$ cat src/rtl/mixer_pkg.sv
// Shared types and width helpers for the time-multiplexed channel mixer.
package mixer_pkg;

  typedef enum logic [1:0] {
    IDLE   = 2'b00,
    ACCUM  = 2'b01,
    DIVIDE = 2'b10,
    FINISH = 2'b11
  } mix_state_t;

  typedef enum logic [1:0] {
    MIX_SUM = 2'b00,
    MIX_SAT = 2'b01,
    MIX_AVG = 2'b10
  } mix_mode_t;

  // Enabled-channel count must represent 0..n_ch inclusive.
  function automatic int cnt_width(input int n_ch);
    return $clog2(n_ch + 1);
  endfunction

  // Wide enough that summing every channel at full scale never overflows.
  function automatic int acc_width(input int n_ch, input int sw);
    return sw + $clog2(n_ch);
  endfunction

endpackage

$ cat src/rtl/mixer_serial_div.sv
// Restoring divider: one quotient bit per clock, fixed DW-cycle latency after start.
module mixer_serial_div
  import mixer_pkg::*;
#(
  parameter int DW = 12,
  parameter int VW = 4
) (
  input  logic          clk,
  input  logic          nrst,
  input  logic          start,
  input  logic [DW-1:0] dividend,
  input  logic [VW-1:0] divisor,
  output logic [DW-1:0] quotient,
  output logic          done
);

  localparam int KW = (DW > 1) ? $clog2(DW) : 1;

  logic          run_q, run_d;
  logic [KW-1:0] step_q, step_d;
  logic [VW-1:0] rem_q, rem_d;
  logic [VW-1:0] dvs_q, dvs_d;
  logic [DW-1:0] quo_q, quo_d;

  logic [VW:0]   shifted;
  logic [VW:0]   diff;
  logic          fits;

  // Remainder stays below the divisor, so one extra bit covers the shifted trial value.
  assign shifted = {rem_q, quo_q[DW-1]};
  assign diff    = shifted - {1'b0, dvs_q};
  assign fits    = (shifted >= {1'b0, dvs_q});
  assign done    = run_q && (step_q == KW'(DW - 1));
  assign quotient = quo_q;

  always_comb begin
    run_d  = run_q;
    step_d = step_q;
    rem_d  = rem_q;
    dvs_d  = dvs_q;
    quo_d  = quo_q;
    if (start) begin
      run_d  = 1'b1;
      step_d = '0;
      rem_d  = '0;
      dvs_d  = divisor;
      quo_d  = dividend;
    end else if (run_q) begin
      rem_d  = fits ? diff[VW-1:0] : shifted[VW-1:0];
      quo_d  = {quo_q[DW-2:0], fits};
      step_d = step_q + KW'(1);
      if (done) begin
        run_d = 1'b0;
      end
    end
  end

  always_ff @(posedge clk or negedge nrst) begin
    if (!nrst) begin
      run_q  <= 1'b0;
      step_q <= '0;
      rem_q  <= '0;
      dvs_q  <= '0;
      quo_q  <= '0;
    end else begin
      run_q  <= run_d;
      step_q <= step_d;
      rem_q  <= rem_d;
      dvs_q  <= dvs_d;
      quo_q  <= quo_d;
    end
  end

endmodule

$ cat src/rtl/mixer_seq_accum.sv
// Sequential channel mixer: snapshot on strobe, accumulate one channel per clock,
// then pass through, saturate, or average via the serial divider.
module mixer_seq_accum
  import mixer_pkg::*;
#(
  parameter  int N_CH  = 12,
  parameter  int SW    = 8,
  localparam int CW    = cnt_width(N_CH),
  localparam int ACC_W = acc_width(N_CH, SW)
) (
  input  logic               clk,
  input  logic               nrst,
  input  logic               sample_strobe,
  input  logic [N_CH*SW-1:0] samples,
  input  logic [N_CH-1:0]    sample_enable,
  input  logic [1:0]         mode,
  input  logic               overrun_clr,
  output logic [ACC_W-1:0]   mix_out,
  output logic               mix_valid,
  output logic [CW-1:0]      num_signals,
  output logic               busy,
  output logic               overrun
);

  localparam int IW = $clog2(N_CH);
  localparam logic [ACC_W-1:0] SAT_MAX = ACC_W'((1 << SW) - 1);

  mix_state_t         state_q, state_d;
  logic [N_CH*SW-1:0] snap_q, snap_d;
  logic [N_CH-1:0]    en_q, en_d;
  logic [1:0]         mode_q, mode_d;
  logic [ACC_W-1:0]   acc_q, acc_d;
  logic [CW-1:0]      cnt_q, cnt_d;
  logic [IW-1:0]      idx_q, idx_d;
  logic [ACC_W-1:0]   mix_out_q, mix_out_d;
  logic               mix_valid_q, mix_valid_d;
  logic [CW-1:0]      num_q, num_d;
  logic               overrun_q, overrun_d;

  logic               div_start;
  logic               div_done;
  logic [ACC_W-1:0]   div_quot;
  logic [SW-1:0]      snap_arr [N_CH];

  genvar gi;
  generate
    for (gi = 0; gi < N_CH; gi++) begin : g_unpack
      assign snap_arr[gi] = snap_q[gi*SW +: SW];
    end
  endgenerate

  mixer_serial_div #(
    .DW(ACC_W),
    .VW(CW)
  ) u_div (
    .clk     (clk),
    .nrst    (nrst),
    .start   (div_start),
    .dividend(acc_d),
    .divisor (cnt_d),
    .quotient(div_quot),
    .done    (div_done)
  );

  always_comb begin
    state_d     = state_q;
    snap_d      = snap_q;
    en_d        = en_q;
    mode_d      = mode_q;
    acc_d       = acc_q;
    cnt_d       = cnt_q;
    idx_d       = idx_q;
    mix_out_d   = mix_out_q;
    mix_valid_d = 1'b0;
    num_d       = num_q;
    div_start   = 1'b0;

    // A new overrun takes priority over a clear in the same cycle.
    overrun_d = overrun_q;
    if (sample_strobe && (state_q != IDLE)) begin
      overrun_d = 1'b1;
    end else if (overrun_clr) begin
      overrun_d = 1'b0;
    end

    case (state_q)
      IDLE: begin
        if (sample_strobe) begin
          snap_d  = samples;
          en_d    = sample_enable;
          mode_d  = mode;
          acc_d   = '0;
          cnt_d   = '0;
          idx_d   = '0;
          state_d = ACCUM;
        end
      end
      ACCUM: begin
        if (en_q[idx_q]) begin
          acc_d = acc_q + {{(ACC_W-SW){1'b0}}, snap_arr[idx_q]};
          cnt_d = cnt_q + CW'(1);
        end
        idx_d = idx_q + IW'(1);
        if (idx_q == IW'(N_CH - 1)) begin
          idx_d = '0;
          // Counts of 0 or 1 already equal their own average; skip the divider.
          if (mode_q[1] && (cnt_d >= CW'(2))) begin
            div_start = 1'b1;
            state_d   = DIVIDE;
          end else begin
            state_d = FINISH;
          end
        end
      end
      DIVIDE: begin
        if (div_done) begin
          state_d = FINISH;
        end
      end
      FINISH: begin
        if (mode_q[1] && (cnt_q >= CW'(2))) begin
          mix_out_d = div_quot;
        end else if ((mode_q == MIX_SAT) && (acc_q > SAT_MAX)) begin
          mix_out_d = SAT_MAX;
        end else begin
          mix_out_d = acc_q;
        end
        num_d       = cnt_q;
        mix_valid_d = 1'b1;
        state_d     = IDLE;
      end
      default: state_d = IDLE;
    endcase
  end

  always_ff @(posedge clk or negedge nrst) begin
    if (!nrst) begin
      state_q     <= IDLE;
      snap_q      <= '0;
      en_q        <= '0;
      mode_q      <= '0;
      acc_q       <= '0;
      cnt_q       <= '0;
      idx_q       <= '0;
      mix_out_q   <= '0;
      mix_valid_q <= 1'b0;
      num_q       <= '0;
      overrun_q   <= 1'b0;
    end else begin
      state_q     <= state_d;
      snap_q      <= snap_d;
      en_q        <= en_d;
      mode_q      <= mode_d;
      acc_q       <= acc_d;
      cnt_q       <= cnt_d;
      idx_q       <= idx_d;
      mix_out_q   <= mix_out_d;
      mix_valid_q <= mix_valid_d;
      num_q       <= num_d;
      overrun_q   <= overrun_d;
    end
  end

  assign mix_out     = mix_out_q;
  assign mix_valid   = mix_valid_q;
  assign num_signals = num_q;
  assign busy        = (state_q != IDLE);
  assign overrun     = overrun_q;

endmodule

$ cat config.mk
export PLATFORM = sky130hd
export DESIGN_NAME = mixer_seq_accum
export DESIGN_NICKNAME = d
export VERILOG_FILES = /design/src/rtl/mixer_pkg.sv /design/src/rtl/mixer_serial_div.sv /design/src/rtl/mixer_seq_accum.sv
export SDC_FILE = /design/constraint.sdc
export NUM_CORES = 1
export LEC_CHECK = 0
export ABC_AREA = 1
export CORE_AREA = 10 10 171 173
export CTS_CLUSTER_DIAMETER = 40
export CTS_CLUSTER_SIZE = 40
export DETAILED_ROUTE_END_ITERATION = 8
export DIE_AREA = 0 0 181 183
export DONT_BUFFER_PORTS = 1
export PLACE_DENSITY = 0.57
export SKIP_LAST_GASP = 1
export SLEW_MARGIN = 30
export SYNTH_ARGS = -nofsm -noshare
export SYNTH_HDL_FRONTEND = slang
export SYNTH_SLANG_ARGS = --single-unit
$ cat constraint.sdc
create_clock -name clk -period 3.2 [get_ports clk]
set_clock_uncertainty 0.15 [all_clocks]
set_input_delay 0.64 -clock clk [delete_from_list [all_inputs] [get_ports clk]]
set_output_delay 0.64 -clock clk [all_outputs]
set_load 0.05 [all_outputs]
# Yosys cells after proc, flatten, opt, wreduce, memory -nomap -nowiden

Index checks and enable logic that the tools add are counted.

Equality and inequality tests: 9
Reductions and logical operators: 13
Magnitude comparators: 6
Bitwise operators: 1
Add/subtract/negate cells: 5
Mux-type cells: 38

Operator list:

| kind                                                            | number |
|---|---|
| two-way mux 12 bit                                              | 6 |
| two-way mux 4 bit                                               | 10 |
| binary-select mux 8 bit (select 4 bit)                          | 1 |
| case mux 12 bit (2 select lines)                                | 1 |
| two-way mux 8 bit                                               | 2 |
| case mux 4 bit (2 select lines)                                 | 2 |
| adder 12 x 8 -> 12 bit                                          | 1 |
| adder 4 x 1 -> 4 bit (second input constant)                    | 3 |
| greater-than comparator 12 x 8 -> 1 bit (second input constant) | 1 |
| two-way mux 1 bit                                               | 11 |
| equality test 4 bit (second input constant)                     | 2 |
| >= comparator 4 x 2 -> 1 bit (second input constant)            | 2 |
| case mux 2 bit (4 select lines)                                 | 1 |
| nonzero test 2 bit                                              | 4 |
| two-way mux 2 bit                                               | 3 |
| inequality test 2 bit (second input constant)                   | 3 |
| >= comparator 5 x 4 -> 1 bit                                    | 1 |
| >= comparator 5 bit (second input constant)                     | 1 |
| logical AND 1 bit                                               | 5 |
| less-than comparator 4 x 5 -> 1 bit (second input constant)     | 1 |
| inverter 4 -> 5 bit                                             | 1 |
| binary-select mux 1 bit (select 4 bit)                          | 1 |
| equality test 2 x 1 -> 1 bit (second input constant)            | 2 |
| equality test 2 bit (second input constant)                     | 2 |
| other kinds (4)                                                 | 5 |

Bits in registers: 175
Word-level logic and storage cells: 88
Output and inout bits: 19
Input port bits: 114

# Logic depth before layout (Yosys ltp)

Gate-level depths: netlist (run 1).

Word-level depth: 10
Mapped depth: 24
Gate-level depth less buffers: 22

# Modules after synthesis

From an unflattened synthesis (run 1), not the netlist that was laid out.

Cell total of the unflattened synthesis: 855
Area total of the unflattened synthesis: 8535.7 µm²

By module, submodules not included:

| module           | cells an instance | times used | seq. area each (µm²) | area each (µm²) |
|---|---|---|---|---|
| mixer_seq_accum  | 713               | 1          | 3753.6               | 7253.2 |
| mixer_serial_div | 142               | 1          | 625.6                | 1282.5 |

# Least setup slack after synthesis (run 1)

OpenSTA, ideal clock, no wires.

Path kind: reg2reg
From: register idx_q[0]
To: register u_div.quo_q[8] (netlist: u_div.quotient[8])
Cell stages (with the launch flop): 23
Data required time: 2933 ps
Period minus slack after synthesis: 3076 ps
Library setup time: 117 ps
Path buffers: 3
Data arrival time: 2809 ps
Path slack: 124 ps
Cell sequence: dfrtp_1 > buf_4 > clkbuf_1 > clkbuf_1 > nor2_1 > o22ai_1 > a32o_1 > ha_1 > inv_1 > fa_1 > inv_1 > nand2_1 > nand2_1 > nand3_1 > nand2_1 > xor2_1 > nand2_1 > nand3_1 > nand2_1 > inv_1 > nand4_1 > nand2_1 > nand2_1

Elaborated cells on any way between the ends: 19
Those cells by class: add/sub: 1; order compare: 1; eq/ne: 1; mux: 13; bitwise: 1; reduce/logical: 2

RTL lines:

| what                                                 | line                   | RTL |
|---|---|---|
| from (decl)                                          | mixer_seq_accum.sv:34  | `logic [IW-1:0] idx_q, idx_d;` |
| from (signal assigned)                               | mixer_seq_accum.sv:156 | `idx_q <= idx_d;` |
| inverter 4 -> 5 bit (not written as such)            | mixer_seq_accum.sv:100 | `acc_d = acc_q + {{(ACC_W-SW){1'b0}}, snap_arr[idx_q]};` |
| binary-select mux 8 bit (select 4 bit)               | mixer_seq_accum.sv:100 |  |
| two-way mux 8 bit (not written as such) (2 in a row) | mixer_seq_accum.sv:100 |  |
| adder 12 x 8 -> 12 bit                               | mixer_seq_accum.sv:100 |  |
| two-way mux 12 bit *                                 | mixer_seq_accum.sv:99  | `if (en_q[idx_q]) begin` |
| case mux 12 bit (2 select lines) *                   | mixer_seq_accum.sv:86  | `case (state_q)` |
| net acc_d[8]                                         | mixer_seq_accum.sv:32  | `logic [ACC_W-1:0] acc_q, acc_d;` |
| two-way mux 12 bit *                                 | mixer_serial_div.sv:42 | `if (start) begin` |
| to (signal assigned)                                 | mixer_serial_div.sv:70 | `quo_q <= quo_d;` |
| to (decl)                                            | mixer_serial_div.sv:23 | `logic [DW-1:0] quo_q, quo_d;` |

Mark *: on every way through the listed nets, which the timed path passes. The rest lies on a longest branch. The select of a mux whose other input is x is not followed.
A chain may end at the register's enable or synchronous reset.

# Worst setup path after layout (run 1)

From: register idx_q[0]
To: register u_div.quo_q[4] (netlist: u_div.quotient[4])

Longest elaborated chain between the ends: 10
Elaborated cells on any way between the ends: 19
Those cells by class: add/sub: 1; order compare: 1; eq/ne: 1; mux: 13; bitwise: 1; reduce/logical: 2

RTL lines:

| what |
|---|
| parallel branches: the longest is 10 deep, another holds adder 12 x 8 -> 12 bit |

Several ways; the timed one is not identified. The select of a mux whose other input is x is not followed.

==> summary.txt, run 1 <==
Outcome
  – Status: finished, violations left
  – Failing checks: negative hold slack

Clocking
  – H-tree depth: 4
  – CTS root buffer: clkbuf_16
  – Clk slew on worst S/H paths: 0.07 ns
  – Sink Count: 175
  – CTS max path bufs: 2
  – CTS Buf Count: 17
  – Clk_lat worst skew: 0.44 ns
  – CTS tree: done

Floorplanning
  – Die width: 181 um
  – Num rows: 59
  – Core Footprint: approximately 26000 um2
  – Die Y: 183 um
  – Die area: 33100 um2
  – Initial core utilization: 0.346
  – # IOs: roughly 130

Yosys
  – Post-Syn Instances: 957
  – Mapped Nets: about 1.1k
  – Sequential area share after synthesis: 0.491
  – Post-synthesis register bit count: 175
  – Yosys cell types: 38
  – Warnings from Yosys: 0
  – Syn Std Cell Area: between 8000 and 9000 um2
  – Top FF cell, synth: dfrtp_1
  – Number of synthesized flops with an enable pin: 0
  – Mean post-synth cell area: 9.32 um2
  – Synth async-reset ratio: 1.00

Placed design
  – Post-detail-place hpwl: approximately 18 mm
  – Final GP Congestion: 0.838
  – Dpl cell area: 9420 um2
  – Post-place setup slack: 0.119 ns
  – Port bufs: 0

Worst setup path
  – Crit path top cell by count: nand2_1
  – Crit start category: register
  – Arrival time at the worst endpoint: 3.23 ns
  – Cell chain of the critical path: buf_8, o21ai_0, o221ai_1, a32o_1, ha_2, inv_1, fa_2, inv_2, nand2_1, nand2_2, buf_4, nand2_1, xor2_1, nor2_1, a21oi_1, nand4_1, nand2_1, nand2_1
  – CP endpoint kind: register
  – RR Endpoint: u_div.quotient[4]
  – Slowest cell on crit path: dfrtp_2
  – Critical setup path kind: register to register
  – Crit-path max FO: 8
  – R2R Setup Slk: 0.15 ns
  – Worst r2r src: idx_q[0]
  – Worst path max stage delay: ~0.52 ns
  – Worst-case reg-to-reg path depth: 18
  – Worst path required time: 3.38 ns

STA
  – Slew Limit Fails: 0
  – RSZ-0062 raised after global routing: true
  – Setup ws final: approximately 0.15 ns
  – FMAX: 327 MHz
  – Final Critical Period: 3.05 ns
  – Least-Margin Pin Slew: 0.612 ns
  – WHS: -0.252 ns
  – Fin. Hold Viols: 175
  – Tcrit/Tclk final: 0.954
  – Endpoints failing setup: 0
  – Relative slew margins: 0.592

Power and ir drop
  – Peak supply drop: 0.260 mV
  – P per Cell Area: ~440 nW/um2
  – Post-layout power: 4560 uW
  – Static leakage: 0.00522 uW

Drt
  – DR top layer: met5
  – Initial DRC count: 475
  – Post-route ant nets: 0
  – DRT Wirelength: roughly 25 mm
  – DRC viols: 0
  – DR vias/cell: slightly above 5
  – Routed metal-1 wirelength: ~11 mm
  – Vias: between 6k and 7k
  – Post-DR wirelength/cell: 18.6 um
  – Met3 Wirelength: 1.59 mm
  – Drt pass-1 iters: 5
  – Met2 routed WL: 11.4 mm

GRT
  – Initial antenna violation count: 10
  – Global-route wire length before repair: 38.5 mm
  – Gr ovfl total: 0
  – Largest net degree at the start of global routing: 176
  – Total track usage: 0.146
  – Vias in the first global route: 6725

Cells and area
  – Layout cells sized above 1: 0.226
  – Most common cell after layout, fill and taps aside: dfrtp_1
  – Layout area overhead: 15.5%
  – Design area: 10300 um2
  – Fill cells: 2511
  – Reg area: 4380 um2
  – Most frequent cells in the layout: dfrtp_1 (174), nand2_1 (173), nor2_1 (104)
  – Multi-input gate area: 4150 um2
  – Nets@finish: approximately 1.1k

Min path
  – Hold Crit Class: input port to async pin

Run
  – Max-Cap Viols: 0
[layout make-up]
| type | instances | share of cell area |
|---|---|---|
| multi-input cells | 653 | 0.403 |
| repair inverters | 1 | 0.000607 |
| repair buffers | 41 | 0.0431 |
| clock buffers | 18 | 0.0426 |
| inverters | 79 | 0.0293 |
| flip-flops and latches | 175 | 0.425 |
| diodes | 8 | 0.00194 |
| well taps | 335 | 0.0407 |
| clock inverters | 14 | 0.0136 |
[worst max-delay path, delay by kind of cell (launching register included)]
family / cells / cell delay [ns]
AO/OA/AOI/OAI: 4 / 0.71
AND/OR/NAND/NOR: 7 / 0.50
flip-flops: 1 / 0.52
adder cells (fa/ha/maj): 2 / 0.53
buffers and inverters: 4 / 0.40
XOR/XNOR: 1 / 0.14
[worst max-delay path by stage]
stage              from                end  depth (start not counted)
3_5_place_dp   idx_q[0]  u_div.quotient[8]                         21
3_3_place_gp   idx_q[0]  u_div.quotient[8]                         21
2_1_floorplan  idx_q[0]  u_div.quotient[8]                         22
5_1_grt        idx_q[0]  u_div.quotient[8]                         19
6_report       idx_q[0]  u_div.quotient[4]                         18
4_1_cts        idx_q[0]  u_div.quotient[8]                         21
[timing repair]
item | CTS | global route
buffers inserted | 0 | 6
endpoints found under the hold margin | 175 | 175
resized for setup | 0 | 49
setup endpoints to repair | 0 | 12
[sequential cells by signal, indices dropped and copies added (netlist names)]
name,cells
acc_q,12
cnt_q,4
en_q,12
idx_q,4
mix_out,12
mix_valid,1
mode_q,2
num_signals,4
overrun,1
snap_q,96
state_q,2
u_div.dvs_q,4
u_div.quotient,12
u_div.rem_q,4
u_div.run_q,1
u_div.step_q,4
[logic make-up after synthesis]
logic type,synth area share
flops,0.491
fa+ha+maj,0.0326
mux,0.129
xor+xnor,0.00982
simple gates,0.177
compound gates,0.101
buf+inv,0.0598
[synth_stat cells (2+ instances only)]
cell type	n	area, um2
buf_6	5	56.3
a31oi_1	11	68.8
nand3b_1	5	37.5
nand3_2	2	20.0
nor3_1	2	10.0
buf_2	3	15.0
xor2_1	9	78.8
fa_1	2	40.0
nand2_2	4	25.0
a21oi_2	3	26.3
buf_4	2	15.0
nand3_4	3	52.6
ha_1	20	250
inv_1	77	289
o22ai_1	13	81.3
o221ai_1	13	114
a21oi_1	23	115
or2_2	2	12.5
nand2_1	178	668
o21ai_1	4	20.0
a32o_1	5	50.1
a211oi_1	2	15.0
nand4_1	16	100
nor2_1	106	398
o211ai_1	5	37.5
o21ai_0	70	350
dfrtp_1	175	4380
nand3_1	48	240
mux2_2	102	1150
clkbuf_1	39	146
[stage by stage]
| step | TNS, ns | std cells | util |
|---|---|---|---|
| 2_1_floorplan | 0 | 957 | - |
| 3_3_place_gp | 0 | 1275 | 0.366 |
| 3_5_place_dp | 0 | 1275 | 0.366 |
| 4_1_cts | 0 | 1307 | 0.388 |
| 5_1_grt | -0.258 | 1318 | 0.399 |
| 6_report | 0 | 1324 | 0.400 |
[report_power, final]
part / total, uW / internal [uW] / leakage, uW / switching [uW]
Combinational: 248 / 103 / 0.00268 / 145
Sequential: 2220 / 2210 / 0.00226 / 9.06
Clock: 2090 / 1120 / 0.000281 / 971
[routing by layer]
metal / up-vias / track usage
met1: 3358 / 0.187
met5: - / 0
li1: 3268 / -
met3: 34 / 0.0498
met4: 4 / 0.0355
met2: 163 / 0.232
Note: power is estimated with default switching activity, not from simulation.
==> run 2: changes to the inputs <==
CORE_AREA = 2 2 163 165   (was 10 10 171 173)
DIE_AREA = 0 0 165 167   (was 0 0 181 183)
==> run 2 against run 1 <==
Net effect: the flow still finishes with violations (negative hold slack); highest routed layer unchanged; largest cell class unchanged; core utilization rose by 0.30 points; routed wire length decreased by 0.61%; power increased by 1.4%; largest power group unchanged; via count grew 0.85%; combinational power is 5% higher; sequential power is essentially flat; maximum frequency grew 0.18%.
==> summary.txt, run 2 (synthesis results as in run 1) <==
GRT
  – Initial antenna violation count: 9
  – Vias in the first global route: ~6.7k
  – GR peak layer: met2
  – Largest net degree at the start of global routing: ~180
  – Gr ovfl total: 0
  – Met3 usage: 0.0458
  – Total track usage: 0.172
  – Grt met1 use: 0.236
  – Met2 Use GR: 0.265
  – Global-route wire length before repair: between 30 and 40 mm

Cells and area
  – Fill cells: about 2.5k
  – Largest register FFs: 96
  – Layout area overhead: 16.4%
  – Layout cells sized above 1: 0.235
  – Biggest register: snap_q
  – Post-layout util: 0.403
  – Nets@finish: 1102
  – Design area: 10400 um2
  – Most common cell after layout, fill and taps aside: dfrtp_1
  – Most frequent cells in the layout: dfrtp_1 (174), nand2_1 (169), mux2_2 (102)

STA
  – Setup ws final: 0.151 ns
  – Endpoints failing setup: 0
  – Relative slew margins: 0.619
  – RSZ-0062 raised after global routing: true
  – FMAX: about 330 MHz
  – Tcrit/Tclk final: 0.953
  – Fin. Hold Viols: 175
  – Least-Margin Pin Slew: 0.571 ns
  – Final Critical Period: 3.05 ns
  – Slew Limit Fails: 0
  – WHS: -0.254 ns

Power and ir drop
  – P per Cell Area: 446 nW/um2
  – Peak supply drop: 0.271 mV
  – Static leakage: between 0.005 and 0.006 uW

Drt
  – Vias: 6885
  – Initial DRC count: 445
  – DR vias/cell: 5.21
  – Drt pass-1 iters: 5
  – DRT Wirelength: 24.4 mm
  – DRC viols: 0
  – Post-DR wirelength/cell: about 18 um
  – Post-route ant nets: 0

Placed design
  – Final GP Congestion: 0.863
  – Post-place setup slack: 0.105 ns
  – Post-detail-place hpwl: 16.5 mm
  – Dpl cell area: 9390 um2
  – Port bufs: 0

Worst setup path
  – Top delay family on crit path: simple AND/OR/NAND/NOR gates
  – Arrival time at the worst endpoint: 3.22 ns
  – Worst path max stage delay: between 0.4 and 0.5 ns
  – CP endpoint kind: register
  – Crit start category: register
  – Cell chain of the critical path: clkinv_4, buf_8, o21ai_0, o22ai_1, a32o_1, ha_2, inv_2, fa_2, inv_2, nand2_1, nand2_2, nand3_2, nand2_2, xor2_1, nand2_1, nand3_1, nand2_1, inv_1, nand4_1, nand2_1, nand2_1
  – Slowest cell on crit path: dfrtp_2
  – CP bufs+invs: 5
  – Worst path required time: 3.37 ns
  – Crit path top cell by count: nand2_1
  – Critical setup path kind: register to register
  – Crit-path max FO: 9

Clocking
  – CTS root buffer: clkbuf_16
  – CTS Buf Count: 17
  – Clk slew on worst S/H paths: 0.08 ns
  – Clk_lat worst skew: 0.44 ns
  – CTS max path bufs: 2
  – H-tree depth: 4
  – Sink Count: around 180
  – CTS tree: done

Floorplanning
  – Core Footprint: 25800 um2
  – Initial core utilization: 0.346
  – Die Y: 167 um
  – Num rows: 59
  – Die area: 27600 um2
  – Die width: ~170 um
  – # IOs: 133

Outcome
  – Status: finished, violations left
  – Failing checks: negative hold slack

Min path
  – Hold Crit Class: input port to async pin

Run
  – Max-Cap Viols: 0
[run 2: changes by cell type in the layout (fill, tap and decap cells not counted), sizes merged]
cell | previous run | this run
buf | 39 | 36
inv | 87 | 89
clkinvlp | 2 | 1
clkinv | 4 | 2
clkbuf | 20 | 22
[run 2: final cells by class]
class	instances	area, um2	share of cell area
diodes	8	20.0	0.00193
clock buffers	18	429	0.0414
clock inverters	14	160	0.0154
inverters	79	302	0.0291
multi-input cells	653	4200	0.404
flip-flops and latches	175	4380	0.422
well taps	335	419	0.0404
repair buffers	40	472	0.0454
[run 2: worst paths after layout]
check,startpoint,end,slack (ns),cells after the start
max in group asynchronous,nrst,num_signals[3],2.94,0
max,idx_q[0],u_div.quotient[8],0.15,21
min,nrst,snap_q[6],-0.25,0
min in group clk,overrun_clr,overrun,0.17,1
max reg2reg,idx_q[0],u_div.quotient[8],0.15,21
min reg2reg,snap_q[54],snap_q[54],0.36,1
[run 2: repair_timing]
action                                 4_1_cts  5_1_grt
buffers inserted                             0        8
setup endpoints to repair                    0        8
endpoints found under the hold margin      175      175
gates resized for setup                      0       60
[run 2: report_power, final]
group          switching, uW  internal, uW  leakage [uW]
Combinational            151           108       0.00268
Sequential              10.1          2210       0.00226
Clock                   1020          1120      0.000290
[run 2: through the flow]
| step | std cells | total power (uW) | TNS, ns | hold WS [ns] |
|---|---|---|---|---|
| floorplan | 957 | 2410 | 0 | 0.194 |
| global placement | 1269 | 2460 | 0 | 0.198 |
| detailed placement | 1269 | 2470 | 0 | 0.200 |
| CTS | 1301 | 4600 | 0 | -0.274 |
| global route | 1320 | 4790 | -0.341 | -0.279 |
| finish | 1322 | 4630 | 0 | -0.254 |
[run 2: layer usage]
layer,vias to the layer above,share of wire
met5,-,0.00037
met4,2,0.013
met3,21,0.067
met2,218,0.47
met1,3389,0.45
li1,3255,-
[run 2: worst reg2reg max path: cells and delay by family, from the launching register on]
family | cells | cell delay [ns]
adder cells (fa/ha/maj) | 2 | 0.53
AO/OA/AOI/OAI | 3 | 0.52
AND/OR/NAND/NOR | 10 | 0.68
flip-flops | 1 | 0.48
buffers and inverters | 5 | 0.42
XOR/XNOR | 1 | 0.14
==> run 3: changes to the inputs <==
CORE_AREA = 2 2 141 143   (was 2 2 163 165)
CTS_CLUSTER_SIZE = default   (was 40)
DIE_AREA = 0 0 143 145   (was 0 0 165 167)
PLACE_DENSITY = 0.71   (was 0.57)
==> run 3 against run 2 <==
Net effect: clock power down 4%; sequential share of layout area decreased by 0.26 points; the run still ends with negative hold slack left; die area down 25%; critical endpoint unchanged; via count rose by 0.92%; first-iteration DRC count up 61%; cell count fell by 5.3%; setup slack lost 0.031 ns.
==> summary.txt, run 3 (synthesis results as in run 1) <==
Floorplanning
  – # IOs: 133
  – Num rows: 51
  – Die Y: approximately 150 um
  – Core Footprint: 19200 um2
  – Die area: 20700 um2
  – Initial core utilization: 0.464
  – Die width: roughly 140 um

GRT
  – Vias in the first global route: 6710
  – Gr ovfl total: 0
  – Global-route wire length before repair: 34.6 mm
  – Largest net degree at the start of global routing: 176
  – Initial antenna violation count: 6
  – Total track usage: 0.212

Cells and area
  – Design area: 10400 um2
  – Biggest register: snap_q
  – Largest register FFs: 96
  – Most frequent cells in the layout: dfrtp_1 (174), nand2_1 (167), mux2_2 (102)
  – Layout cells sized above 1: 0.254
  – Layout area overhead: 17.1%
  – Post-layout util: 0.544
  – Most common cell after layout, fill and taps aside: dfrtp_1
  – Nets@finish: 1106

Worst setup path
  – Cell chain of the critical path: inv_8, clkbuf_16, nor2_1, o22ai_1, nand2_1, nand2_2, inv_2, fa_2, inv_2, nand2_2, nand2_2, nand3_2, nand2_2, xor2_1, nand2_1, nand3_1, nand2_1, inv_1, nand4_1, nand2_1, nand2_1
  – Arrival time at the worst endpoint: 3.25 ns
  – Critical setup path kind: register to register
  – R2R Setup Slk: 0.12 ns
  – Crit start category: register
  – RR Endpoint: u_div.quotient[8]
  – CP endpoint kind: register
  – Worst path required time: 3.37 ns
  – Crit-path max FO: 10
  – Worst-case reg-to-reg path depth: 21
  – Crit path top cell by count: nand2_1
  – CP bufs+invs: 5
  – Top delay family on crit path: simple AND/OR/NAND/NOR gates
  – Worst path max stage delay: between 0.5 and 0.6 ns
  – Slowest cell on crit path: dfrtp_2
  – Worst r2r src: idx_q[0]

STA
  – Slew Limit Fails: 0
  – Relative slew margins: 0.553
  – RSZ-0062 raised after global routing: true
  – Endpoints failing setup: 0
  – Tcrit/Tclk final: 0.962
  – Fin. Hold Viols: 175
  – Final Critical Period: between 3 and 4 ns
  – Least-Margin Pin Slew: 0.670 ns
  – WHS: -0.252 ns
  – FMAX: 325 MHz

Clocking
  – Clk slew on worst S/H paths: ~0.080 ns
  – Clk_lat worst skew: 0.44 ns
  – CTS root buffer: clkbuf_16
  – CTS Buf Count: 17
  – CTS max path bufs: 2
  – CTS tree: done
  – Sink Count: 175
  – H-tree depth: 4

Placed design
  – Final GP Congestion: 0.882
  – Dpl cell area: 9300 um2
  – Post-detail-place hpwl: 15.3 mm
  – Port bufs: 0

Power and ir drop
  – Static leakage: 0.00530 uW
  – Peak supply drop: 0.424 mV
  – P per Cell Area: 437 nW/um2

Drt
  – DRC viols: 0
  – Drt pass-1 iters: 8
  – Post-route ant nets: 0
  – Vias: 6948
  – DRT Wirelength: 22.6 mm
  – Initial DRC count: 718
  – DR vias/cell: 5.55
  – Post-DR wirelength/cell: 18.1 um

Outcome
  – Status: finished, violations left
  – Failing checks: negative hold slack

Min path
  – Hold Crit Class: input port to async pin

Run
  – Max-Cap Viols: 0
[run 3: worst reg2reg max path: cells and delay by family, from the launching register on]
| family | cells | cell delay [ns] |
|---|---|---|
| fa+ha+maj | 1 | 0.35 |
| buf+inv | 5 | 0.53 |
| xor+xnor | 1 | 0.14 |
| simple gates | 13 | 0.98 |
| compound gates | 1 | 0.27 |
| flops | 1 | 0.53 |
[run 3: cell type report]
cell class	count	area [um2]
Sequential cell	175	4380
Clock buffer	17	425
Clock inverter	15	173
Inverter	79	307
Timing Repair Buffer	42	513
Fill cell	1650	8760
Antenna cell	4	10.0
Tap cell	265	332
Timing Repair inverter	1	6.26
Multi-Input combinational cell	654	4300
[run 3: worst max path at each step]
stage	startpoint	endpoint	cells after the start
4_1_cts	idx_q[0]	u_div.quotient[8]	21
5_1_grt	idx_q[0]	u_div.quotient[8]	17
6_report	idx_q[0]	u_div.quotient[8]	21
3_3_place_gp	idx_q[1]	u_div.quotient[8]	21
3_5_place_dp	idx_q[0]	u_div.quotient[8]	21
2_1_floorplan	idx_q[0]	u_div.quotient[8]	22
[run 3: metrics by stage]
step | power (uW) | worst slack (ns) | setup TNS [ns] | cells
3_5_place_dp | 2460 | 0.114 | 0 | 1203
6_report | 4560 | 0.120 | 0 | 1252
4_1_cts | 4510 | 0.0822 | 0 | 1235
5_1_grt | 4710 | -0.0754 | -0.157 | 1252
3_3_place_gp | 2460 | 0.189 | 0 | 1203
2_1_floorplan | 2410 | 0.124 | 0 | 957
[run 3: repair_timing]
action	CTS	global route
buffers inserted	0	6
endpoints found under the hold margin	175	175
endpoints found under the setup margin	0	8
resized for setup	0	97
[run 3: power by group]
group | leakage [uW] | switching (uW) | total (uW) | internal (uW)
Sequential | 0.00226 | 11.1 | 2220 | 2210
Clock | 0.000292 | 1000 | 2060 | 1050
Combinational | 0.00275 | 157 | 281 | 124
[run 3: routing by layer]
metal | up-vias | global-route usage | wire, um
met5 | - | 0 | 27
met4 | 4 | 0.0827 | 416
met2 | 263 | 0.315 | 10700
met1 | 3388 | 0.284 | 9650
li1 | 3254 | - | -
met3 | 39 | 0.0752 | 1850
